File: config.mk
export PLATFORM = sky130hd
export DESIGN_NAME = pl_stage_reg
export DESIGN_NICKNAME = d
export VERILOG_FILES = /design/src/rtl/pl_stage_reg.sv
export SDC_FILE = /design/constraint.sdc
export NUM_CORES = 1
export LEC_CHECK = 0
export BUFFER_PORTS_ARGS = -buffer_cell sky130_fd_sc_hd__buf_2
export CORE_ASPECT_RATIO = 1.1
export CORE_MARGIN = 8
export CORE_UTILIZATION = 55
export DETAILED_ROUTE_END_ITERATION = 12
export MAX_ROUTING_LAYER = met4
export PLACE_DENSITY = 0.81
export SLEW_MARGIN = 10
export SYNTH_ARGS = -nofsm -noshare
export SYNTH_HDL_FRONTEND = slang
export SYNTH_SLANG_ARGS = --single-unit
export TNS_END_PERCENT = 10
File: constraint.sdc
create_clock -name i_clk -period 10.8 [get_ports i_clk]
set_input_delay 2.16 -clock i_clk [delete_from_list [all_inputs] [get_ports i_clk]]
set_output_delay 2.16 -clock i_clk [all_outputs]
set_load 0.02 [all_outputs]
File: src/rtl/pl_stage_reg.sv
// Pipeline stage register carrying {pc, instr} with valid/ready handshake, flush,
// optional 2-entry skid buffer (registered o_ready) and a saturating stall counter.
module pl_stage_reg #(
  parameter int unsigned          PC_W      = 32,
  parameter int unsigned          INSTR_W   = 32,
  parameter int unsigned          SKID      = 1,
  parameter logic [INSTR_W-1:0]   NOP_INSTR = INSTR_W'(32'h00000013),
  parameter int unsigned          CNT_W     = 16
) (
  input  logic               i_clk,
  input  logic               i_reset,
  input  logic               i_flush,
  input  logic               i_valid,
  output logic               o_ready,
  input  logic [PC_W-1:0]    i_pc,
  input  logic [INSTR_W-1:0] i_instr,
  output logic               o_valid,
  input  logic               i_ready,
  output logic [PC_W-1:0]    o_pc,
  output logic [INSTR_W-1:0] o_instr,
  output logic [CNT_W-1:0]   o_stall_cnt
);

  logic               valid;
  logic [PC_W-1:0]    held_pc;
  logic [INSTR_W-1:0] held_instr;
  logic               accept;
  logic               drain;
  logic [CNT_W-1:0]   stall_cnt_reg;

  assign accept = i_valid & o_ready;
  assign drain  = valid & i_ready;

  generate
    if (SKID != 0) begin : g_skid
      typedef enum logic [1:0] {
        EMPTY = 2'd0,
        FULL1 = 2'd1,
        FULL2 = 2'd2
      } state_t;

      state_t             state_reg, state_next;
      logic [PC_W-1:0]    main_pc_reg, main_pc_next;
      logic [INSTR_W-1:0] main_instr_reg, main_instr_next;
      logic [PC_W-1:0]    skid_pc_reg, skid_pc_next;
      logic [INSTR_W-1:0] skid_instr_reg, skid_instr_next;
      logic               ready_reg, ready_next;

      always_ff @(posedge i_clk or posedge i_reset) begin
        if (i_reset) begin
          state_reg      <= EMPTY;
          main_pc_reg    <= '0;
          main_instr_reg <= NOP_INSTR;
          skid_pc_reg    <= '0;
          skid_instr_reg <= NOP_INSTR;
          ready_reg      <= 1'b1;
        end else begin
          state_reg      <= state_next;
          main_pc_reg    <= main_pc_next;
          main_instr_reg <= main_instr_next;
          skid_pc_reg    <= skid_pc_next;
          skid_instr_reg <= skid_instr_next;
          ready_reg      <= ready_next;
        end
      end

      always_comb begin
        state_next      = state_reg;
        main_pc_next    = main_pc_reg;
        main_instr_next = main_instr_reg;
        skid_pc_next    = skid_pc_reg;
        skid_instr_next = skid_instr_reg;

        case (state_reg)
          EMPTY: begin
            if (accept) begin
              main_pc_next    = i_pc;
              main_instr_next = i_instr;
              state_next      = FULL1;
            end
          end
          FULL1: begin
            if (accept && drain) begin
              main_pc_next    = i_pc;
              main_instr_next = i_instr;
            end else if (accept) begin
              skid_pc_next    = i_pc;
              skid_instr_next = i_instr;
              state_next      = FULL2;
            end else if (drain) begin
              state_next = EMPTY;
            end
          end
          FULL2: begin
            // o_ready is low here, so any i_valid is simply not accepted.
            if (drain) begin
              main_pc_next    = skid_pc_reg;
              main_instr_next = skid_instr_reg;
              state_next      = FULL1;
            end
          end
          default: state_next = EMPTY;
        endcase

        // Flush overrides everything; a same-cycle drain has already been seen downstream.
        if (i_flush) begin
          state_next      = EMPTY;
          main_pc_next    = '0;
          main_instr_next = NOP_INSTR;
          skid_pc_next    = '0;
          skid_instr_next = NOP_INSTR;
        end

        ready_next = (state_next != FULL2);
      end

      assign o_ready    = ready_reg;
      assign valid      = (state_reg != EMPTY);
      assign held_pc    = main_pc_reg;
      assign held_instr = main_instr_reg;
    end else begin : g_single
      logic               valid_reg;
      logic [PC_W-1:0]    pc_reg;
      logic [INSTR_W-1:0] instr_reg;

      always_ff @(posedge i_clk or posedge i_reset) begin
        if (i_reset) begin
          valid_reg <= 1'b0;
          pc_reg    <= '0;
          instr_reg <= NOP_INSTR;
        end else if (i_flush) begin
          valid_reg <= 1'b0;
          pc_reg    <= '0;
          instr_reg <= NOP_INSTR;
        end else if (accept) begin
          valid_reg <= 1'b1;
          pc_reg    <= i_pc;
          instr_reg <= i_instr;
        end else if (drain) begin
          valid_reg <= 1'b0;
        end
      end

      assign o_ready    = i_ready | ~valid_reg;
      assign valid      = valid_reg;
      assign held_pc    = pc_reg;
      assign held_instr = instr_reg;
    end
  endgenerate

  always_ff @(posedge i_clk or posedge i_reset) begin
    if (i_reset) begin
      stall_cnt_reg <= '0;
    end else if (valid && !i_ready && (stall_cnt_reg != {CNT_W{1'b1}})) begin
      stall_cnt_reg <= stall_cnt_reg + CNT_W'(1);
    end
  end

  assign o_valid     = valid;
  assign o_pc        = held_pc;
  assign o_instr     = valid ? held_instr : NOP_INSTR;
  assign o_stall_cnt = stall_cnt_reg;

endmodule

# Word level (Yosys, flattened, before mapping)
# Index checks and enable logic that the tools add are counted.
[classes]
addsub = 1
n_reduce_logical = 11
n_mux = 24
n_eq_ne = 8
n_bitwise = 2
[op_table]
columns = ["op", "n"]
rows = [
  ["2-to-1 mux 32 bit", 15],
  ["case mux 32 bit (3 select lines)", 2],
  ["adder 16 x 1 -> 16 bit (second input constant)", 1],
  ["!= test 16 bit (second input constant)", 1],
  ["2-to-1 mux 2 bit", 6],
  ["!= test 3 bit (second input constant)", 3],
  ["case mux 2 bit (3 select lines)", 1],
  ["nonzero test 2 bit", 3],
  ["!= test 2 bit (second input constant)", 2],
  ["AND reduction 4 bit", 1],
  ["nonzero test 4 bit", 1],
  ["logical AND 1 bit", 3],
  ["AND reduction 3 bit", 1],
  ["bitwise AND 1 bit", 2],
  ["equality test 2 x 1 -> 1 bit (second input constant)", 1],
  ["equality test 2 bit (second input constant)", 1],
  ["logical NOT 2 bit", 1],
  ["logical NOT 1 bit", 1],
]
[totals]
reg_bits = 147
inputBits = 69
elab_cells = 53
output_inout_bits = 82

# Logic depth before layout (Yosys ltp)
[depth]
ltp_word = 8
ltp_mapped = 7

# Worst setup path before layout
# OpenSTA, ideal clock, no wires.
[synth_timing]
path_kind = "register to output"
start = "reg g_skid.state_reg[1]"
end = "out o_instr[22]"
slack_ns = 7.339
t_arrival_ns = 1.301
stages_incl_launch_ff = 5
required_ns = 8.640
cell_sequence = "dfrtp_1 > or2_1 > buf_6 > clkbuf_1 > and2_1"
[synth_between]
elab_chain_len = 2
[synth_lines]
columns = ["element", "line", "rtl"]
rows = [
  ["start, declared", "42", "state_t state_reg, state_next;"],
  ["start signal, assigned", "58", "state_reg <= state_next;"],
  ["nonzero test 2 bit", "118", "assign valid = (state_reg != EMPTY);"],
  ["net o_valid", "17", "output logic o_valid,"],
  ["2-to-1 mux 32 bit", "161", "assign o_instr = valid ? held_instr : NOP_INSTR;"],
  ["end, declared", "20", "output logic [INSTR_W-1:0] o_instr,"],
]
# The timed path passes the listed nets, and every way through them passes these cells.

# Final worst setup path
[layout_timing]
start = "reg g_skid.state_reg[1]"
end = "out o_instr[5]"
[layout_between]
elab_chain_len = 2
[layout_lines]
columns = ["element", "line"]
rows = [
  ["nonzero test 2 bit", "118"],
  ["2-to-1 mux 32 bit", "161"],
]
# No other way between the ends.

==> flow_summary.toml <==
[grt]
use_met2_pct = 33.2
grt_first_pass_wirelength_mm = 27.0
met1_usage_pct = 23.4
grt_usage_pct = 20.3
met3_usage_pct = 5.49
first_global_vias = 5456
globalRouteOverflowTotal = 0
top_usage_layer = "met2"
grt_max_degree = 88
antenna_found_initial = 0

[layout]
n_antenna_cell = 0
fin_cells = 993
fillCellCount = 1046
seq_area_um2 = 3690
layout-drive-gt1-share_pct = 31.6
multi_input_area_um2 = 3200
nets = 889
area_growth_pct = 18.6
utilization_pct = 65.7

[sta]
period_share_pct = 40.4
min_period_ns = 4.36
tightest_slew_ns = 0.984
fin_tns_setup_ns = 0
fin_skew_ns = 0.00728
finalHoldViolCount = 0
final-setup-viol-count = 0
setup_slack_ns = 6.44
slew_headroom_pct = 34.4
drv_slew = 0
rsz0062_at_grt = "false"
fmax_mhz = 229

[cts]
cts_sinks = 147
cts-buffers-inserted = 17
cts_tree = "yes"
ctsResizeCount = 0
clk_pin_slew_ns = 0.06
clk_latency_ns = 0.42
cts_setup_buffers = 0
clockBufferDepth = 2
cts-root-buf = "clkbuf_16"
cts_hold_repair.buffers = 0
ctsHtreeMaxLevel = 4

[drt]
ant_nets = 0
dr.pass1.iters = 4
drc = 0
drt-initial-drc-count = 517
routed_wl_mm = 16.6
dr_total_vias = 5441
wl_per_cell_um = 16.7
viasPerCell = 5.48

[power_and_ir_drop]
ir_drop_mv = 0.115
p_per_area_nw_per_um2 = 172
swShare_pct = 27.2
p_leak_nw = 4.37
p_seq_share_pct = 42.4
comb_power_share_pct = 16.1
p_int_mw = 1.07
p_switching_mw = 0.400
power.share.clock_pct = 41.5
total_power_mw = 1.47

[setup_path]
critPathKind = "flop to primary output"
slowest_delay_ns = 0.54
arrival_ns = 2.20
crit-reg2reg-launch = "g_skid.state_reg[1]"
cp_cell_sequence = "or2_1, buf_4, and2_1, buf_2"
cp-end-kind = "primary output"
slowest_stage = "dfrtp_1"
crit_fanout = 20
critPathTopFamily = "simple AND/OR/NAND/NOR gates"
worst_ep_required_time_ns = 8.64
startpoint_type = "flop"
worst-path-buf-inv = 2
timing.critical_path.from = "g_skid.state_reg[1]"

[yosys]
synth_seq_cells = 147
syn_area_um2 = 7200
yosysUniqueCellTypes = 42
synthCells = 698
avgSynthCellArea_um2 = 10.3
ys_seq_area_share_pct = 51.2
syn_nets = 768
yosys_warnings = 0

[floorplanning]
die_area_um2 = 17000
io_pins = 151
row_count = 44
fp.dieH_um = 136
die_w_um = 125
start_util_pct = 55.4
core-area_um2 = 13000

[status]
status = "finished, final reports clean"

[hold_path]
holdCritStartpoint = "g_skid.skid_instr_reg[4]"
hold_class = "flop to flop"

[flow_run]
maxCapViolations = 0

[place]
io_buffers = 150
pre_cts_slack_ns = 6.25
dp_hpwl_mm = 10.5
place_inst = 961
gp_congestion = 0.823
## synth_stat cells (all sizes together)
cell     instances  area (µm²)
dfrtp          140        3500
nand2          139         522
nor2            68         258
a21oi           65         325
a211oi          62         731
mux2i           61         611
buf             35         241
and2            30         188
clkbuf          21        90.1
xor2            13         114
nor3            11        55.1
dfstp            7         184
nand3            7        35.0
mux2             5        60.1
nor4             5        46.3
nand2b           4        25.0
inv              3        11.3
nand3b           3        22.5
nand4            3        18.8
nor4b            2        17.5
a211o            1        8.76
a21o             1        7.51
and4             1        8.76
ha               1        12.5
nand4b           1        8.76
nand4bb          1        27.5
o211ai           1        7.51
o21ai            1        5.00
o21ba            1        10.0
o21bai           1        7.51
o221ai           1        15.0
or2              1        6.26
or4b             1        10.0
xnor2            1        8.76
## final cells by class
class | instances | share of cell area (%)
clock buffer | 23 | 5.83
multi-input combinational | 492 | 37.4
tap | 161 | 2.36
sequential | 147 | 43.2
timing repair buffer | 158 | 9.53
clock inverter | 9 | 1.47
inverter | 3 | 0.191
## cells by family (layout without fill, tap and decap cells)
logic type                 Yosys count  in the layout  share of synthesized area (%)
and+or+nand+nor                    277            277                           17.3
buffers and inverters               59            193                           4.76
AOI/OAI and AO/OA                  134            134                           15.5
xor gates and xnor gates            14             14                           1.70
DFF                                147            147                           51.2
muxes                               66             66                           9.31
adders and majority gates            1              1                          0.174
## worst paths after layout
path / end / slack, ns / cells after the start
max: o_instr[5] / 6.44 / 4
min: g_skid.skid_instr_reg[4] / 0.50 / 2
max reg2reg: g_skid.main_instr_reg[10] / 7.44 / 7
min reg2reg: g_skid.skid_instr_reg[4] / 0.50 / 2
max in group asynchronous: o_pc[17] / 7.64 / 3
min in group asynchronous: g_skid.skid_instr_reg[24] / 1.86 / 2
## worst min-delay path, delay by kind of cell, from the launching register on
family	cells	cell delay (ns)
DFF	1	0.36
and+or+nand+nor	2	0.13
## layer usage
| metal | vias to the layer above | routed length (µm) |
|---|---|---|
| li1 | 2628 | - |
| met1 | 2668 | 7180 |
| met2 | 133 | 8330 |
| met3 | 12 | 863 |
| met4 | 0 | 204 |
| met5 | - | 0 |
## power groups by stage
stage / clock network, mW / logic [mW] / registers, mW
after floorplan: 0 / 0.148 / 0.653
after global placement: 0 / 0.234 / 0.631
after detailed placement: 0 / 0.240 / 0.631
after CTS: 0.623 / 0.240 / 0.623
after global routing: 0.646 / 0.260 / 0.627
final: 0.610 / 0.237 / 0.623
## cell usage in the layout, fill, tap and decap left out, types with 2 or more instances in the layout
master | Yosys | layout
bufinv_16 | 0 | 3
buf_2 | 19 | 149
nand4_1 | 3 | 3
clkbuf_8 | 0 | 5
mux2_2 | 4 | 4
nand2_1 | 139 | 139
nor2_1 | 67 | 67
inv_1 | 3 | 2
dfstp_2 | 7 | 7
mux2i_1 | 61 | 61
nor4_1 | 4 | 4
nand3b_1 | 3 | 3
nor3_1 | 11 | 11
buf_4 | 7 | 9
clkinvlp_4 | 0 | 2
nand2b_1 | 4 | 3
clkbuf_16 | 0 | 17
clkinv_2 | 0 | 4
a21oi_1 | 65 | 65
a211oi_2 | 53 | 53
a211oi_1 | 9 | 9
and2_1 | 30 | 30
xor2_1 | 13 | 13
dfrtp_1 | 140 | 140
nand3_1 | 7 | 7
## through the flow
step | hold WS (ns) | instance area, µm²
2_1_floorplan | 0.467 | 7200
3_3_place_gp | 0.475 | 7920
3_5_place_dp | 0.492 | 7920
4_1_cts | 0.502 | 8540
5_1_grt | 0.516 | 8540
6_report | 0.498 | 8540
(Power assumes the default switching activity.)
